[config.mk]
export PLATFORM = sky130hd
export DESIGN_NAME = vga_timing_gen
export DESIGN_NICKNAME = d
export VERILOG_FILES = /design/src/rtl/vga_pkg.sv /design/src/rtl/vga_axis_counter.sv /design/src/rtl/vga_timing_gen.sv
export SDC_FILE = /design/constraint.sdc
export NUM_CORES = 1
export LEC_CHECK = 0
export BUFFER_PORTS_ARGS = -buffer_cell sky130_fd_sc_hd__buf_4
export CORE_MARGIN = 2
export CORE_UTILIZATION = 59
export DETAILED_ROUTE_END_ITERATION = 10
export PLACE_DENSITY = 0.86
export SLEW_MARGIN = 15
export SYNTH_ARGS = -nofsm -noshare
export SYNTH_HDL_FRONTEND = slang
export SYNTH_SLANG_ARGS = --single-unit
[constraint.sdc]
create_clock -name i_clk -period 6.1 [get_ports i_clk]
set_input_delay 1.525 -clock i_clk [delete_from_list [all_inputs] [get_ports i_clk]]
set_output_delay 1.525 -clock i_clk [all_outputs]
set_load 0.01 [all_outputs]
[src/rtl/vga_pkg.sv]
// Shared VGA timing types and default 640x480@60 timing constants.
package vga_pkg;

    localparam int unsigned CNT_W  = 13;
    localparam int unsigned FCNT_W = 16;

    // Default 640x480@60 timing (pixels / lines).
    localparam int unsigned DEF_H_SYNC  = 96;
    localparam int unsigned DEF_H_BACK  = 48;
    localparam int unsigned DEF_H_ACT   = 640;
    localparam int unsigned DEF_H_FRONT = 16;
    localparam int unsigned DEF_V_SYNC  = 2;
    localparam int unsigned DEF_V_BACK  = 33;
    localparam int unsigned DEF_V_ACT   = 480;
    localparam int unsigned DEF_V_FRONT = 10;

    // Phase of one timing axis; both axes share the same encoding.
    typedef enum logic [1:0] {
        StSync  = 2'd0,
        StBack  = 2'd1,
        StAct   = 2'd2,
        StFront = 2'd3
    } axis_state_e;

    localparam axis_state_e H_S_SYNC  = StSync;
    localparam axis_state_e H_S_BACK  = StBack;
    localparam axis_state_e H_S_ACT   = StAct;
    localparam axis_state_e H_S_FRONT = StFront;
    localparam axis_state_e V_S_SYNC  = StSync;
    localparam axis_state_e V_S_BACK  = StBack;
    localparam axis_state_e V_S_ACT   = StAct;
    localparam axis_state_e V_S_FRONT = StFront;

    // Last count value of an axis (total length minus one).
    function automatic logic [CNT_W-1:0] axis_last(int unsigned s, int unsigned b,
                                                   int unsigned a, int unsigned f);
        return CNT_W'(s + b + a + f - 1);
    endfunction

endpackage

[src/rtl/vga_axis_counter.sv]
// One timing axis: wrapping counter plus sync/back/active/front phase FSM.
// Exposes next-state phase and active position so the top can register outputs
// aligned with the counter.
module vga_axis_counter
    import vga_pkg::*;
#(
    parameter int unsigned SYNC  = DEF_H_SYNC,
    parameter int unsigned BACK  = DEF_H_BACK,
    parameter int unsigned ACT   = DEF_H_ACT,
    parameter int unsigned FRONT = DEF_H_FRONT
) (
    input  logic             i_clk,
    input  logic             i_rst_n,
    input  logic             i_step,
    output logic [CNT_W-1:0] o_cnt,
    output logic [1:0]       o_state_next,
    output logic [CNT_W-1:0] o_pos_next,
    output logic             o_wrap
);

    localparam logic [CNT_W-1:0] LAST     = axis_last(SYNC, BACK, ACT, FRONT);
    localparam logic [CNT_W-1:0] BACK_AT  = CNT_W'(SYNC);
    localparam logic [CNT_W-1:0] ACT_AT   = CNT_W'(SYNC + BACK);
    localparam logic [CNT_W-1:0] FRONT_AT = CNT_W'(SYNC + BACK + ACT);

    axis_state_e      state_q, state_d;
    logic [CNT_W-1:0] cnt_q, cnt_d;

    assign o_wrap = i_step && (cnt_q == LAST);

    // Next count and phase; phase changes when the next count hits a boundary.
    always_comb begin
        cnt_d   = cnt_q;
        state_d = state_q;
        if (i_step) begin
            cnt_d = o_wrap ? '0 : cnt_q + CNT_W'(1);
            unique case (state_q)
                StSync:  if (cnt_d == BACK_AT)  state_d = StBack;
                StBack:  if (cnt_d == ACT_AT)   state_d = StAct;
                StAct:   if (cnt_d == FRONT_AT) state_d = StFront;
                StFront: if (cnt_d == '0)       state_d = StSync;
                default: state_d = StSync;
            endcase
        end
    end

    // Counter and phase registers; reset lands in the sync phase at count 0.
    always_ff @(posedge i_clk) begin
        if (!i_rst_n) begin
            cnt_q   <= '0;
            state_q <= StSync;
        end else begin
            cnt_q   <= cnt_d;
            state_q <= state_d;
        end
    end

    assign o_cnt        = cnt_q;
    assign o_state_next = state_d;
    assign o_pos_next   = (state_d == StAct) ? cnt_d - ACT_AT : '0;

endmodule

[src/rtl/vga_timing_gen.sv]
// VGA timing generator: horizontal and vertical axis counters with registered
// sync, blanking, active coordinates and frame bookkeeping.
module vga_timing_gen
    import vga_pkg::*;
#(
    parameter int unsigned H_SYNC  = DEF_H_SYNC,
    parameter int unsigned H_BACK  = DEF_H_BACK,
    parameter int unsigned H_ACT   = DEF_H_ACT,
    parameter int unsigned H_FRONT = DEF_H_FRONT,
    parameter int unsigned V_SYNC  = DEF_V_SYNC,
    parameter int unsigned V_BACK  = DEF_V_BACK,
    parameter int unsigned V_ACT   = DEF_V_ACT,
    parameter int unsigned V_FRONT = DEF_V_FRONT
) (
    input  logic        i_clk,
    input  logic        i_rst_n,
    input  logic        i_en,
    output logic [12:0] o_H_Cont,
    output logic [12:0] o_V_Cont,
    output logic [12:0] o_x,
    output logic [12:0] o_y,
    output logic        o_hsync_n,
    output logic        o_vsync_n,
    output logic        o_blank_n,
    output logic        o_frame_start,
    output logic [15:0] o_frame_cnt
);

    logic             h_wrap, v_wrap;
    logic [1:0]       h_state_d, v_state_d;
    logic [CNT_W-1:0] h_pos_d, v_pos_d;

    logic              hsync_n_q, hsync_n_d;
    logic              vsync_n_q, vsync_n_d;
    logic              blank_n_q, blank_n_d;
    logic [CNT_W-1:0]  x_q, x_d;
    logic [CNT_W-1:0]  y_q, y_d;
    logic              frame_start_q, frame_start_d;
    logic [FCNT_W-1:0] frame_cnt_q, frame_cnt_d;

    vga_axis_counter #(
        .SYNC  (H_SYNC),
        .BACK  (H_BACK),
        .ACT   (H_ACT),
        .FRONT (H_FRONT)
    ) u_h_axis (
        .i_clk        (i_clk),
        .i_rst_n      (i_rst_n),
        .i_step       (i_en),
        .o_cnt        (o_H_Cont),
        .o_state_next (h_state_d),
        .o_pos_next   (h_pos_d),
        .o_wrap       (h_wrap)
    );

    // Vertical axis steps once per line wrap, so its wrap is also the frame wrap.
    vga_axis_counter #(
        .SYNC  (V_SYNC),
        .BACK  (V_BACK),
        .ACT   (V_ACT),
        .FRONT (V_FRONT)
    ) u_v_axis (
        .i_clk        (i_clk),
        .i_rst_n      (i_rst_n),
        .i_step       (h_wrap),
        .o_cnt        (o_V_Cont),
        .o_state_next (v_state_d),
        .o_pos_next   (v_pos_d),
        .o_wrap       (v_wrap)
    );

    // Derive output next-state from the axes' next phase so outputs align with counters.
    always_comb begin
        hsync_n_d     = (axis_state_e'(h_state_d) != H_S_SYNC);
        vsync_n_d     = (axis_state_e'(v_state_d) != V_S_SYNC);
        blank_n_d     = (axis_state_e'(h_state_d) == H_S_ACT) &&
                        (axis_state_e'(v_state_d) == V_S_ACT);
        x_d           = blank_n_d ? h_pos_d : '0;
        y_d           = blank_n_d ? v_pos_d : '0;
        frame_start_d = v_wrap;
        frame_cnt_d   = frame_cnt_q;
        if (v_wrap) begin
            frame_cnt_d = frame_cnt_q + FCNT_W'(1);
        end
    end

    // Output registers; reset values match both axes sitting in their sync phase.
    always_ff @(posedge i_clk) begin
        if (!i_rst_n) begin
            hsync_n_q     <= 1'b0;
            vsync_n_q     <= 1'b0;
            blank_n_q     <= 1'b0;
            x_q           <= '0;
            y_q           <= '0;
            frame_start_q <= 1'b0;
            frame_cnt_q   <= '0;
        end else begin
            hsync_n_q     <= hsync_n_d;
            vsync_n_q     <= vsync_n_d;
            blank_n_q     <= blank_n_d;
            x_q           <= x_d;
            y_q           <= y_d;
            frame_start_q <= frame_start_d;
            frame_cnt_q   <= frame_cnt_d;
        end
    end

    assign o_hsync_n     = hsync_n_q;
    assign o_vsync_n     = vsync_n_q;
    assign o_blank_n     = blank_n_q;
    assign o_x           = x_q;
    assign o_y           = y_q;
    assign o_frame_start = frame_start_q;
    assign o_frame_cnt   = frame_cnt_q;

endmodule
Word-level counts from Yosys, hierarchy flattened
Cells that the tools add are included.
- bits in registers: 76
- word-level logic and storage cells: 59
- bits of input ports: 3
- reduce and logical (&&, ||, !) cells: 11
- eq/ne operators: 16
- multiplexer cells: 16
- $add $sub $neg: 5
- operators by type and width (kind ; count):
    13-bit by 10-bit equality test with 1-bit output, second input constant ; 4
    13-bit two-way mux ; 4
    13-bit by 1-bit adder with 13-bit output, second input constant ; 2
    13-bit zero test ; 2
    2-bit two-way mux ; 10
    16-bit by 1-bit adder with 16-bit output, second input constant ; 1
    2-bit case mux with 4 select lines ; 2
    13-bit by 2-bit equality test with 1-bit output, second input constant ; 1
    13-bit by 6-bit equality test with 1-bit output, second input constant ; 1
    13-bit by 7-bit equality test with 1-bit output, second input constant ; 1
    13-bit by 8-bit equality test with 1-bit output, second input constant ; 1
    13-bit by 6-bit subtractor with 13-bit output, second input constant ; 1
    13-bit by 8-bit subtractor with 13-bit output, second input constant ; 1
    2-bit equality test, second input constant ; 6
    3-bit AND reduction ; 2
    2-bit by 1-bit equality test with 1-bit output, second input constant ; 2
    2-bit zero test ; 2
    2-bit nonzero test ; 2
    1-bit logical AND ; 3

Depth between registers and ports, before layout
Gate-level depths: netlist of the first run.
- depth after elaboration: 11
- gate-level depth with buffers: 13
- gate-level depth less buffers: 12

Modules after synthesis
Synthesis of the first run repeated with hierarchy kept, for this count alone.
- cells, all modules: 538
- area, all modules: 4633.2 um2
- modules (own cells, without submodules) (module ; cells an instance ; times used ; area each (um2)):
    vga_timing_gen ; 147 ; 1 ; 1571.5
    vga_axis_counter at u_v_axis ; 201 ; 1 ; 1542.7
    vga_axis_counter at u_h_axis ; 190 ; 1 ; 1519.0

Least setup slack after synthesis of the first run
OpenSTA, ideal clock, no wires.
- path type: input to register
- start: input port i_en
- end: register x_q[12] (netlist: o_x[12])
- cell stages on the path: 11
- slack: 2636 ps
- path buffers: 1
- arrival: 3348 ps
- cell sequence: and2_1 -> and4_1 -> buf_2 -> o21ai_0 -> a22oi_1 -> ha_1 -> a21oi_1 -> nor3b_1 -> nand3_1 -> xnor2_1 -> nor2_2
- word-level cells in the longest chain between the ends: 10
- ends and longest elaborated chain (element ; RTL line ; source):
    start, declared ; vga_timing_gen.sv:17 ; input logic i_en,
    1-bit logical AND (2 in a row) ; vga_axis_counter.sv:29 ; assign o_wrap = i_step && (cnt_q == LAST);
    13-bit two-way mux ; vga_axis_counter.sv:36 ; cnt_d = o_wrap ? '0 : cnt_q + CNT_W'(1);
    13-bit by 10-bit equality test with 1-bit output, or another cell as far along ; vga_axis_counter.sv:40 ; StAct: if (cnt_d == FRONT_AT) state_d = StFront;
    2-bit two-way mux (on tied branches) ; -- ;
    2-bit case mux with 4 select lines ; vga_axis_counter.sv:37 ; unique case (state_q)
    2-bit two-way mux ; vga_axis_counter.sv:35 ; if (i_step) begin
    2-bit equality test ; vga_timing_gen.sv:77 ; (axis_state_e'(v_state_d) == V_S_ACT);
    1-bit logical AND ; vga_timing_gen.sv:76 ; blank_n_d = (axis_state_e'(h_state_d) == H_S_ACT) &&
    3-bit AND reduction (no source line) ; -- ;
    end signal, assigned ; vga_timing_gen.sv:93 ; x_q <= '0;
    end signal, assigned ; vga_timing_gen.sv:101 ; x_q <= x_d;
    end, declared ; vga_timing_gen.sv:36 ; logic [CNT_W-1:0] x_q, x_d;
Parallel ways exist; a longest one is shown, timed or not.
A chain may end at the register's enable or synchronous reset.

Worst setup path in the final report of the first run
- start: input port i_en
- end: register y_q[8] (netlist: o_y[8])
- RTL lines (element ; RTL line ; source):
    1-bit logical AND (*) ; vga_axis_counter.sv:29 ;
    1-bit logical AND ; vga_axis_counter.sv:29 ;
    13-bit two-way mux ; vga_axis_counter.sv:36 ;
    13-bit two-way mux (*) ; vga_axis_counter.sv:35 ;
    named net u_v_axis.cnt_d[0] ; vga_axis_counter.sv:27 ; logic [CNT_W-1:0] cnt_q, cnt_d;
    13-bit by 6-bit subtractor with 13-bit output (*) ; vga_axis_counter.sv:60 ; assign o_pos_next = (state_d == StAct) ? cnt_d - ACT_AT : '0;
    end signal, assigned ; vga_timing_gen.sv:102 ; y_q <= y_d;
    end, declared ; vga_timing_gen.sv:37 ; logic [CNT_W-1:0] y_q, y_d;
Mark *: on every way through the listed nets, which the timed path passes. The rest lies on a longest branch.

==> results of run 1 <==
kinds of logic (layout without fill, tap and decap cells):
| logic type | after synthesis | after routing | share of synthesized area |
|---|---|---|---|
| AO/OA/AOI/OAI | 90 | 90 | 0.141 |
| XOR/XNOR | 53 | 53 | 0.108 |
| adder cells (fa/ha/maj) | 6 | 6 | 0.0175 |
| buffers and inverters | 50 | 106 | 0.0579 |
| flip-flops | 76 | 76 | 0.355 |
| multiplexers | 6 | 6 | 0.0143 |
| AND/OR/NAND/NOR | 241 | 241 | 0.306 |
how the worst max path moves through the flow:
stage                     startpoint            endpoint  slack, ps  cells after the start
after CTS                       i_en   o_y[8]$_SDFF_PN0_       2350                     11
final                           i_en   o_y[8]$_SDFF_PN0_       2280                     11
after global routing            i_en   o_y[8]$_SDFF_PN0_       2130                     11
after detailed placement        i_en   o_y[8]$_SDFF_PN0_       2080                     11
after floorplan                 i_en  o_x[12]$_SDFF_PN0_       2640                     11
after global placement          i_en   o_y[4]$_SDFF_PN0_       2170                      9
layer usage:
layer | vias up | share of wire
li1 | 1931 | -
met1 | 1924 | 0.42
met2 | 223 | 0.47
met3 | 30 | 0.088
met4 | 0 | 0.023
met5 | - | 0
power by group:
| group | leakage (nW) | internal, mW | switching [mW] |
|---|---|---|---|
| registers | 0.612 | 0.497 | 0.00199 |
| clock network | 0.107 | 0.241 | 0.180 |
| logic | 1.19 | 0.00578 | 0.0125 |
| total | 1.91 | 0.744 | 0.195 |
registers in the layout, summed over array words and instances (netlist names):
| register | count |
|---|---|
| o_blank_n | 1 |
| o_frame_cnt | 16 |
| o_frame_start | 1 |
| o_hsync_n | 1 |
| o_vsync_n | 1 |
| o_x | 13 |
| o_y | 13 |
| u_h_axis.o_cnt | 13 |
| u_h_axis.state_q | 2 |
| u_v_axis.o_cnt | 13 |
| u_v_axis.state_q | 2 |
cell usage in the layout, fill, tap and decap left out, drive strengths merged, types with 3 or more instances in the layout:
cell,instances
nor2,82
dfxtp,76
buf,75
nand2,36
xnor2,28
xor2,25
a21oi,25
nand3,25
o21ai,21
nand4,18
nor3,17
inv,13
clkbuf,12
a31oi,11
or3,10
and2,8
and4,7
nor4,7
and3,6
ha,6
o31ai,6
mux2i,5
nand2b,5
a211oi,5
or2,5
nor4b,4
a31o,3
a21boi,3
nor3b,3
o21a,3
clkinv,3
synth_stat cells, types with 15 or more instances:
cell / instances
nand4_1: 17
xnor2_1: 28
nand2_1: 36
nor2_1: 62
buf_2: 15
dfxtp_1: 76
a21oi_1: 25
o21ai_0: 21
nor3_1: 16
xor2_1: 25
nor2_2: 20
nand3_1: 23
worst max-delay path, stage by stage:
cell,delay (ps)
buf_4,160
and2_1,220
and4_1,470
nand2_1,240
o21ai_0,430
ha_1,290
inv_1,80
a31o_2,240
nor2b_1,150
xnor2_1,190
nor2_2,40
cell type report:
| cell class | instances | area [um^2] | area share |
|---|---|---|---|
| Timing Repair Buffer | 75 | 563 | 0.113 |
| Sequential cell | 76 | 1520 | 0.305 |
| Multi-Input combinational cell | 396 | 2510 | 0.503 |
| Clock buffer | 12 | 145 | 0.0291 |
| Clock inverter | 4 | 72.6 | 0.0145 |
| Inverter | 15 | 56.3 | 0.0113 |
| Tap cell | 99 | 124 | 0.0248 |
==> results.md, run 1 <==
* RSZ-0062 raised after global routing: false
* Finished Cell Area at 4990 um^2
* Row count at 31
* Worst R2R End: o_y[4]$_SDFF_PN0_
* First-pass GRT wire length at around 17,000 um
* Leakage Power at between 1.5 and 2 nW
* Crit path time final at between 3000 and 4000 ps
* Vias at 4,108
* Die Y at about 89 um
* GRT Overall Usage at 0.276
* Met3 GRT Util at 0.0591
* CP Class: in -> reg
* Post-CTS Resized at 0
* Num CTS Buffers at 9
* Worst min path class: reg -> reg
* Post-synth ARST share at 0
* Tightest Pin Transition at 567 ps
* Hold Path End: o_frame_cnt[14]$_SDFFE_PN0P_
* Die area at about 8000 um^2
* Layout cells sized above 1 at 0.221
* Top FF cell, synth: dfxtp_1
* # clock sinks at 76
* Final hold viol count at 0
* Post-Syn Area at approximately 4300 um^2
* Worst R2R Setup Slack at between 2000 and 3000 ps
* Post-synth EDFFs at 0
* Die width at just under 90 um
* Sequential area share after synthesis at 0.355
* Setup Viol. Count Final at 0
* Final core utilization at 0.700
* GRT busiest layer: met2
* Origin of the critical flop-to-flop path: u_v_axis.o_cnt[0]$_SDFF_PN0_
* Core area at 7140 um^2
* Synth area leaders: dfxtp_1 (36%), xnor2_1 (5.7%), nor2_1 (5.4%), xor2_1 (5.1%), nand2_1 (3.2%)
* Slew HR at 0.616
* Fin nets at between 500 and 600
* Post-Syn Instances at around 520
* Met2 Use GR at 0.444
* Area leader, netlist: dfxtp_1
* Startpoint Class: primary input
* Dpl hpwl at approximately 7600 um
* Setup TNS at 0 ps
* WL/cell at roughly 16 um
* Outcome: finished clean
* Pre-CTS setup slack at between 2000 and 2500 ps
* Fill count at 592
* GPL Wtd Cong at a little under 0.9
* #FFs+latches synth at 76
* Count of cell types in the netlist at between 60 and 70
* Worst Clk Skew at about 14 ps
* Average size of a mapped cell at 8.20 um^2
* Tcrit/Tclk final at 0.626
* Hold depth at 2
* Synth top area share at 0.355
* H-tree Lvls at 3
* Data arrival time of the critical path at 4040 ps
* DRT iter0 DRCs at between 400 and 500
* Final cell count without fillers at 677
* Reg clk slew, reported paths at ~80 ps
* # DRC at 0
* Area after DPL at around 4800 um^2
* Worst-skew pair later-pin latency at 350 ps
* Placed Cells at roughly 660
* CP Max Fanout at 12
* CP Capture Type: flip-flop
* Worst reg2reg path depth at 9
* Ports at between 70 and 80
* CTS tree: yes
* Synth Net Count at roughly 530
* Post-CTS Setup Bufs at 0
* Worst setup margin at 2280 ps
* YS warnings at 0
* Vias per inst at 6.07
* Port Buffers at 74
* Synth-to-Final Area Change at 16.7%
* Met1 Use GR at 0.365
* WL final at 10,900 um
* Root Driver: clkbuf_8
* Post-DRT Antenna Nets at 0
* Total grt overflow at 0
* FMAX at between 200 and 300 MHz
* Max-cap violations at 0
* Starting density of the core at 0.600
* Final Slew Violations at 0
* Total chip power at 0.938 mW
* Data required, critical path at about 6300 ps
* Initial antenna violation count at 0
* Cts hold-fix bufs at 0
* PwrDens at ~190 nW/um^2
* Largest net degree at the start of global routing at 43
* Clock tree buffer depth at 2
* Worst IR drop on VDD at between 0.15 and 0.2 mV
* Hold_sp: o_frame_cnt[14]$_SDFFE_PN0P_
* Vias in the first global route at roughly 3,700
* Minimum hold slack at 522 ps
* ANT cells at 0
* Initial DRT Pass Iterations at 5
Note: power is estimated with default switching activity, not from simulation.
==> run 2, diff against run 1 <==
- ABC_AREA: not set -> 1
- CORE_UTILIZATION: 59 -> 51
- PLACE_DENSITY: 0.86 -> 0.79
- clock period: 6.1 -> 3.4 ns (I/O delays scaled with it)
==> run 2 against run 1 <==
Compared with the run above:
- synthesized cell count increased by 30%
- register-to-register slack got worse by 2200 ps
- via count rose by 10%
- final cell count is 29% higher
- synthesized area up 5.4%
- first-iteration DRC count is 3.5% lower
- utilization shrank 7.2 points
- non-clock buffer count rose by 9
- global-route usage down 4.0 points
- critical path type is now reg -> reg
==> results.md, run 2 <==
* Hold_sp: o_frame_cnt[14]$_SDFFE_PN0P_
* CP max stage delay at between 500 and 600 ps
* Area leader, netlist: dfxtp_1
* RSZ-0062 raised after global routing: false
* Delay-heaviest family, CP: simple AND/OR/NAND/NOR gates
* Dpl hpwl at roughly 8600 um
* Most frequent cells in the layout: nand2_1 (171), nor2_1 (96), inv_1 (93), buf_4 (82), dfxtp_1 (76)
* Levels on crit path at 14
* Max-cap violations at 0
* Commonest non-fill, non-tap cell in the layout: nand2_1
* CTS tree: yes
* Worst-skew pair later-pin latency at about 350 ps
* PwrDens at 327 nW/um^2
* Slew HR at 0.634
* Total grt overflow at 0
* Layout cells sized above 1 at 0.205
* Pre-CTS setup slack at ~310 ps
* ANT cells at 0
* Worst min path class: reg -> reg
* Crit-path cells: ha_2 -> nand3_2 -> nor2_1 -> nand2_1 -> nand3_1 -> nand3_2 -> nor2_4 -> nand2_1 -> a21oi_1 -> nand3_1 -> nand2_2 -> nand3_4 -> buf_12 -> nor2_4
* Worst reg2reg path depth at 14
* Setup TNS at 0 ps
* Vias at approximately 4,500
* #FFs+latches synth at 76
* YS warnings at 0
* Post-Syn Instances at between 600 and 700
* Starting density of the core at 0.523
* Origin of the critical flop-to-flop path: u_h_axis.o_cnt[0]$_SDFF_PN0_
* Worst IR drop on VDD at roughly 0.24 mV
* Initial DRT Pass Iterations at 5
* CP Class: reg -> reg
* Post-CTS Setup Bufs at 0
* CP Max Fanout at 11
* GRT Overall Usage at 0.236
* Fin nets at approximately 770
* Vias per inst at around 5.2
* Synth top area share at 0.337
* Num CTS Buffers at 9
* # DRC at 0
* Outcome: finished clean
* Crit path time final at 3120 ps
* Tcrit/Tclk final at 0.916
* Root Driver: clkbuf_8
* WL final at 11,200 um
* Row count at 34
* Largest net degree at the start of global routing at 42
* Synth-to-Final Area Change at 20.1%
* Slowest CP cell: dfxtp_1
* Die width at a little under 100 um
* Final hold viol count at 0
* Data arrival time of the critical path at 3400 ps
* CP Capture Type: flip-flop
* Vias in the first global route at 4,076
* FMAX at about 320 MHz
* Hold depth at 2
* Crit path from: u_h_axis.o_cnt[0]$_SDFF_PN0_
* Reg clk slew, reported paths at approximately 90 ps
* Sequential area share after synthesis at 0.337
* Port Buffers at 74
* Worst setup margin at between 200 and 300 ps
* Leakage Power at 2.72 nW
* Core area at roughly 8600 um^2
* H-tree Lvls at 3
* Synth Net Count at between 600 and 700
* Final Slew Violations at 0
* WL/cell at 12.8 um
* Post-synth EDFFs at 0
* Largest register FFs at 16
* Setup Viol. Count Final at 0
* Die Y at 98.1 um
* Worst path bufs/invs at 1
* Clock tree buffer depth at 2
* Most common cell in the netlist: nand2_1
* Tightest Pin Transition at ~540 ps
* Post-DRT Antenna Nets at 0
* Ports at 75
* DRT iter0 DRCs at roughly 390
* Count of cell types in the netlist at 40
* Die area at between 9000 and 10,000 um^2
* Post-Syn Area at 4510 um^2
* Commonest cells post-synth: nand2_1 (171), nor2_1 (96), inv_1 (93)
* Post-synth ARST share at 0
* Synth area leaders: dfxtp_1 (34%), nand2_1 (14%), nor2_1 (8.0%), inv_1 (7.7%), nand3_1 (5.9%)
* GPL Wtd Cong at 0.995
* Data required, critical path at 3680 ps
* Initial antenna violation count at 0
* First-pass GRT wire length at approximately 19,000 um
* Top FF cell, synth: dfxtp_1
* Startpoint Class: flip-flop
* Worst Clk Skew at between 10 and 15 ps
* Average size of a mapped cell at ~6.7 um^2
* # clock sinks at between 70 and 80
==> run 2: metrics by stage <==
step | hold slack, ps | utilization | area (um^2) | cells | total power [mW]
after floorplan | 502 | - | 4510 | 677 | 1.04
after global placement | 475 | 0.604 | 5210 | 857 | 1.09
after detailed placement | 488 | 0.604 | 5210 | 857 | 1.09
after CTS | 505 | 0.627 | 5420 | 873 | 1.79
after global routing | 542 | 0.627 | 5420 | 873 | 1.84
final | 504 | 0.627 | 5420 | 873 | 1.77
==> run 2: logic make-up (layout without fill, tap and decap cells) <==
| logic type | count (synthesis) | after routing | share of synthesized area |
|---|---|---|---|
| compound gates | 65 | 65 | 0.0826 |
| fa+ha+maj | 6 | 6 | 0.0166 |
| flops | 76 | 76 | 0.337 |
| buf+inv | 117 | 205 | 0.108 |
| xor+xnor | 18 | 18 | 0.0349 |
| simple gates | 395 | 395 | 0.420 |
==> run 2: area by class of cell <==
class	instances	area, um^2
Timing Repair Buffer	84	656
Clock inverter	5	61.3
Clock buffer	11	141
Fill cell	810	3220
Multi-Input combinational cell	484	2500
Tap cell	108	135
Sequential cell	76	1520
Inverter	105	399
==> run 2: final timing paths <==
check | endpoint | slack, ps
max | o_y[6]$_SDFF_PN0_ | 280
min | o_frame_cnt[14]$_SDFFE_PN0P_ | 500
min reg2reg | o_frame_cnt[14]$_SDFFE_PN0P_ | 500
max reg2reg | o_y[6]$_SDFF_PN0_ | 280
==> run 2: tightest hold or removal path, delay by kind of cell, from the launching register on <==
family	cells	cell delay, ps
DFF	1	340
AOI/OAI and AO/OA	1	60
buffers and inverters	1	70
==> run 2: what timing repair did <==
action,in CTS,in global routing
hold buffers,0,0
endpoints found under the setup margin,0,5
gates resized for setup,0,1
==> run 2: routing by layer <==
metal	GRT usage	wire length (um)
met5	0	0
met4	0.0769	146
met3	0.0408	819
met2	0.396	5220
met1	0.308	4990
==> run 2: report_power, final <==
part	switching (mW)	internal [mW]	leakage [nW]
registers	0.0178	0.900	0.615
logic	0.101	0.0536	2.01
clock network	0.338	0.362	0.103
==> run 3, diff against run 2 <==
- CORE_ASPECT_RATIO: not set -> 0.6
- CORE_UTILIZATION: 51 -> 59
- PLACE_DENSITY: 0.79 -> 0.86
- clock period: 3.4 -> 3.65 ns (I/O delays scaled with it)
==> run 3 against run 2 <==
Compared with the run above:
- combinational power fell by 3%
- final cell count fell by 1.0%
- utilization rose by 12 points
- clock-buffer cell count fell by 2
- worst hold slack got worse by 6.8 ps
- via count rose by 5.7%
- routed wire length rose by 12%
- first-iteration DRC count rose by 47%
==> results.md, run 3 (same netlist as run 2, synthesis figures left out) <==
* Total chip power at just over 2 mW
* GPL Wtd Cong at between 0.9 and 1
* CP Max Fanout at 12
* Worst-skew pair later-pin latency at between 300 and 400 ps
* Post-CTS Setup Bufs at 0
* Num CTS Buffers at 9
* Crit path time final at 3350 ps
* Startpoint Class: flip-flop
* RSZ-0062 raised after global routing: false
* Initial antenna violation count at 0
* Final Slew Violations at 0
* Row count at 24
* Die width at between 100 and 150 um
* Setup TNS at 0 ps
* Clock tree buffer depth at 2
* Placed Cells at approximately 850
* Setup Viol. Count Final at 0
* Worst setup margin at 296 ps
* # clock sinks at 76
* Fill count at 593
* PwrDens at about 370 nW/um^2
* CTS tree: yes
* First-pass GRT wire length at roughly 20,000 um
* DRT iter0 DRCs at 569
* Vias at between 4,000 and 5,000
* Tcrit/Tclk final at 0.919
* Port Buffers at 74
* Post-DRT Antenna Nets at 0
* Worst min path class: reg -> reg
* Slew HR at 0.589
* Root Driver: clkbuf_16
* Worst Clk Skew at roughly 10 ps
* H-tree Lvls at 3
* CP Capture Type: flip-flop
* WL/cell at between 10 and 15 um
* Final hold viol count at 0
* Synth-to-Final Area Change at 22.0%
* # DRC at 0
* CP Class: reg -> reg
* GRT Overall Usage at 0.308
* Die area at approximately 8400 um^2
* Pre-CTS setup slack at approximately 300 ps
* Most frequent cells in the layout: nand2_1 (171), nor2_1 (96), inv_1 (93), buf_4 (78), dfxtp_1 (76)
* Ports at between 70 and 80
* WL final at between 10,000 and 15,000 um
* Largest register FFs at 16
* Data arrival time of the critical path at between 3000 and 4000 ps
* Vias in the first global route at approximately 4,200
* Final cell count without fillers at between 800 and 900
* Commonest non-fill, non-tap cell in the layout: nand2_1
* FMAX at around 300 MHz
* Initial DRT Pass Iterations at 6
* Starting density of the core at 0.616
* Dpl hpwl at just over 9000 um
* Layout cells sized above 1 at 0.201
* Leakage Power at approximately 2.8 nW
* Total grt overflow at 0
* Largest net degree at the start of global routing at 42
* Final core utilization at 0.752
* ANT cells at 0
* Worst IR drop on VDD at roughly 0.33 mV
* Die Y at 71.7 um
* Max-cap violations at 0
* Outcome: finished clean
* Core area at around 7300 um^2
* Vias per inst at 5.55
* Reg clk slew, reported paths at approximately 60 ps
* Data required, critical path at roughly 3900 ps
* Tightest Pin Transition at ~600 ps
* Fin nets at ~760
## run 3: per-layer routing
layer	routed length, um	track usage
met1	5500	0.459
met2	5330	0.439
met3	1550	0.0770
met4	189	0.0941
met5	0	0
## run 3: repair_timing
action	4_1_cts	5_1_grt
resized for setup	0	1
hold buffers	0	0
setup endpoints to repair	0	1
## run 3: where the power goes
group / switching, mW / total (mW) / internal [mW]
combinational: 0.100 / 0.149 / 0.0491
sequential: 0.0177 / 0.857 / 0.839
clock: 0.369 / 1.04 / 0.673
## run 3: worst paths after layout
check / slack (ps) / start / end / depth (start not counted)
worst max register to register: 300 / u_h_axis.o_cnt[0]$_SDFF_PN0_ / o_y[8]$_SDFF_PN0_ / 15
worst max-delay path: 300 / u_h_axis.o_cnt[0]$_SDFF_PN0_ / o_y[8]$_SDFF_PN0_ / 15
worst min register to register: 500 / o_frame_cnt[4]$_SDFFE_PN0P_ / o_frame_cnt[4]$_SDFFE_PN0P_ / 2
worst min-delay path: 500 / o_frame_cnt[4]$_SDFFE_PN0P_ / o_frame_cnt[4]$_SDFFE_PN0P_ / 2
## run 3: critical path, stage by stage (launching register included)
cell and delay (ps):
dfxtp_1 550, ha_2 370, nand3_2 190, nor2_1 160, nand2_1 330, inv_2 330
nand3_1 120, o21ai_0 170, ha_1 250, inv_1 70, nand3_1 190, nand2_1 130
nand2_1 90, xor2_1 170, inv_1 90, nor2_4 90
## run 3: cell type report
| type | instances | area [um^2] | share of cell area |
|---|---|---|---|
| well taps | 104 | 130 | 0.0236 |
| repair buffers | 79 | 606 | 0.110 |
| multi-input cells | 484 | 2500 | 0.455 |
| clock buffers | 9 | 225 | 0.0409 |
| inverters | 105 | 399 | 0.0725 |
| flip-flops and latches | 76 | 1520 | 0.276 |
| clock inverters | 7 | 121 | 0.0220 |
## run 3: stage by stage
step / instance area, um^2 / hold slack, ps
finish: 5510 / 498
global placement: 5160 / 480
floorplan: 4510 / 502
detailed placement: 5160 / 486
CTS: 5510 / 497
global route: 5510 / 513
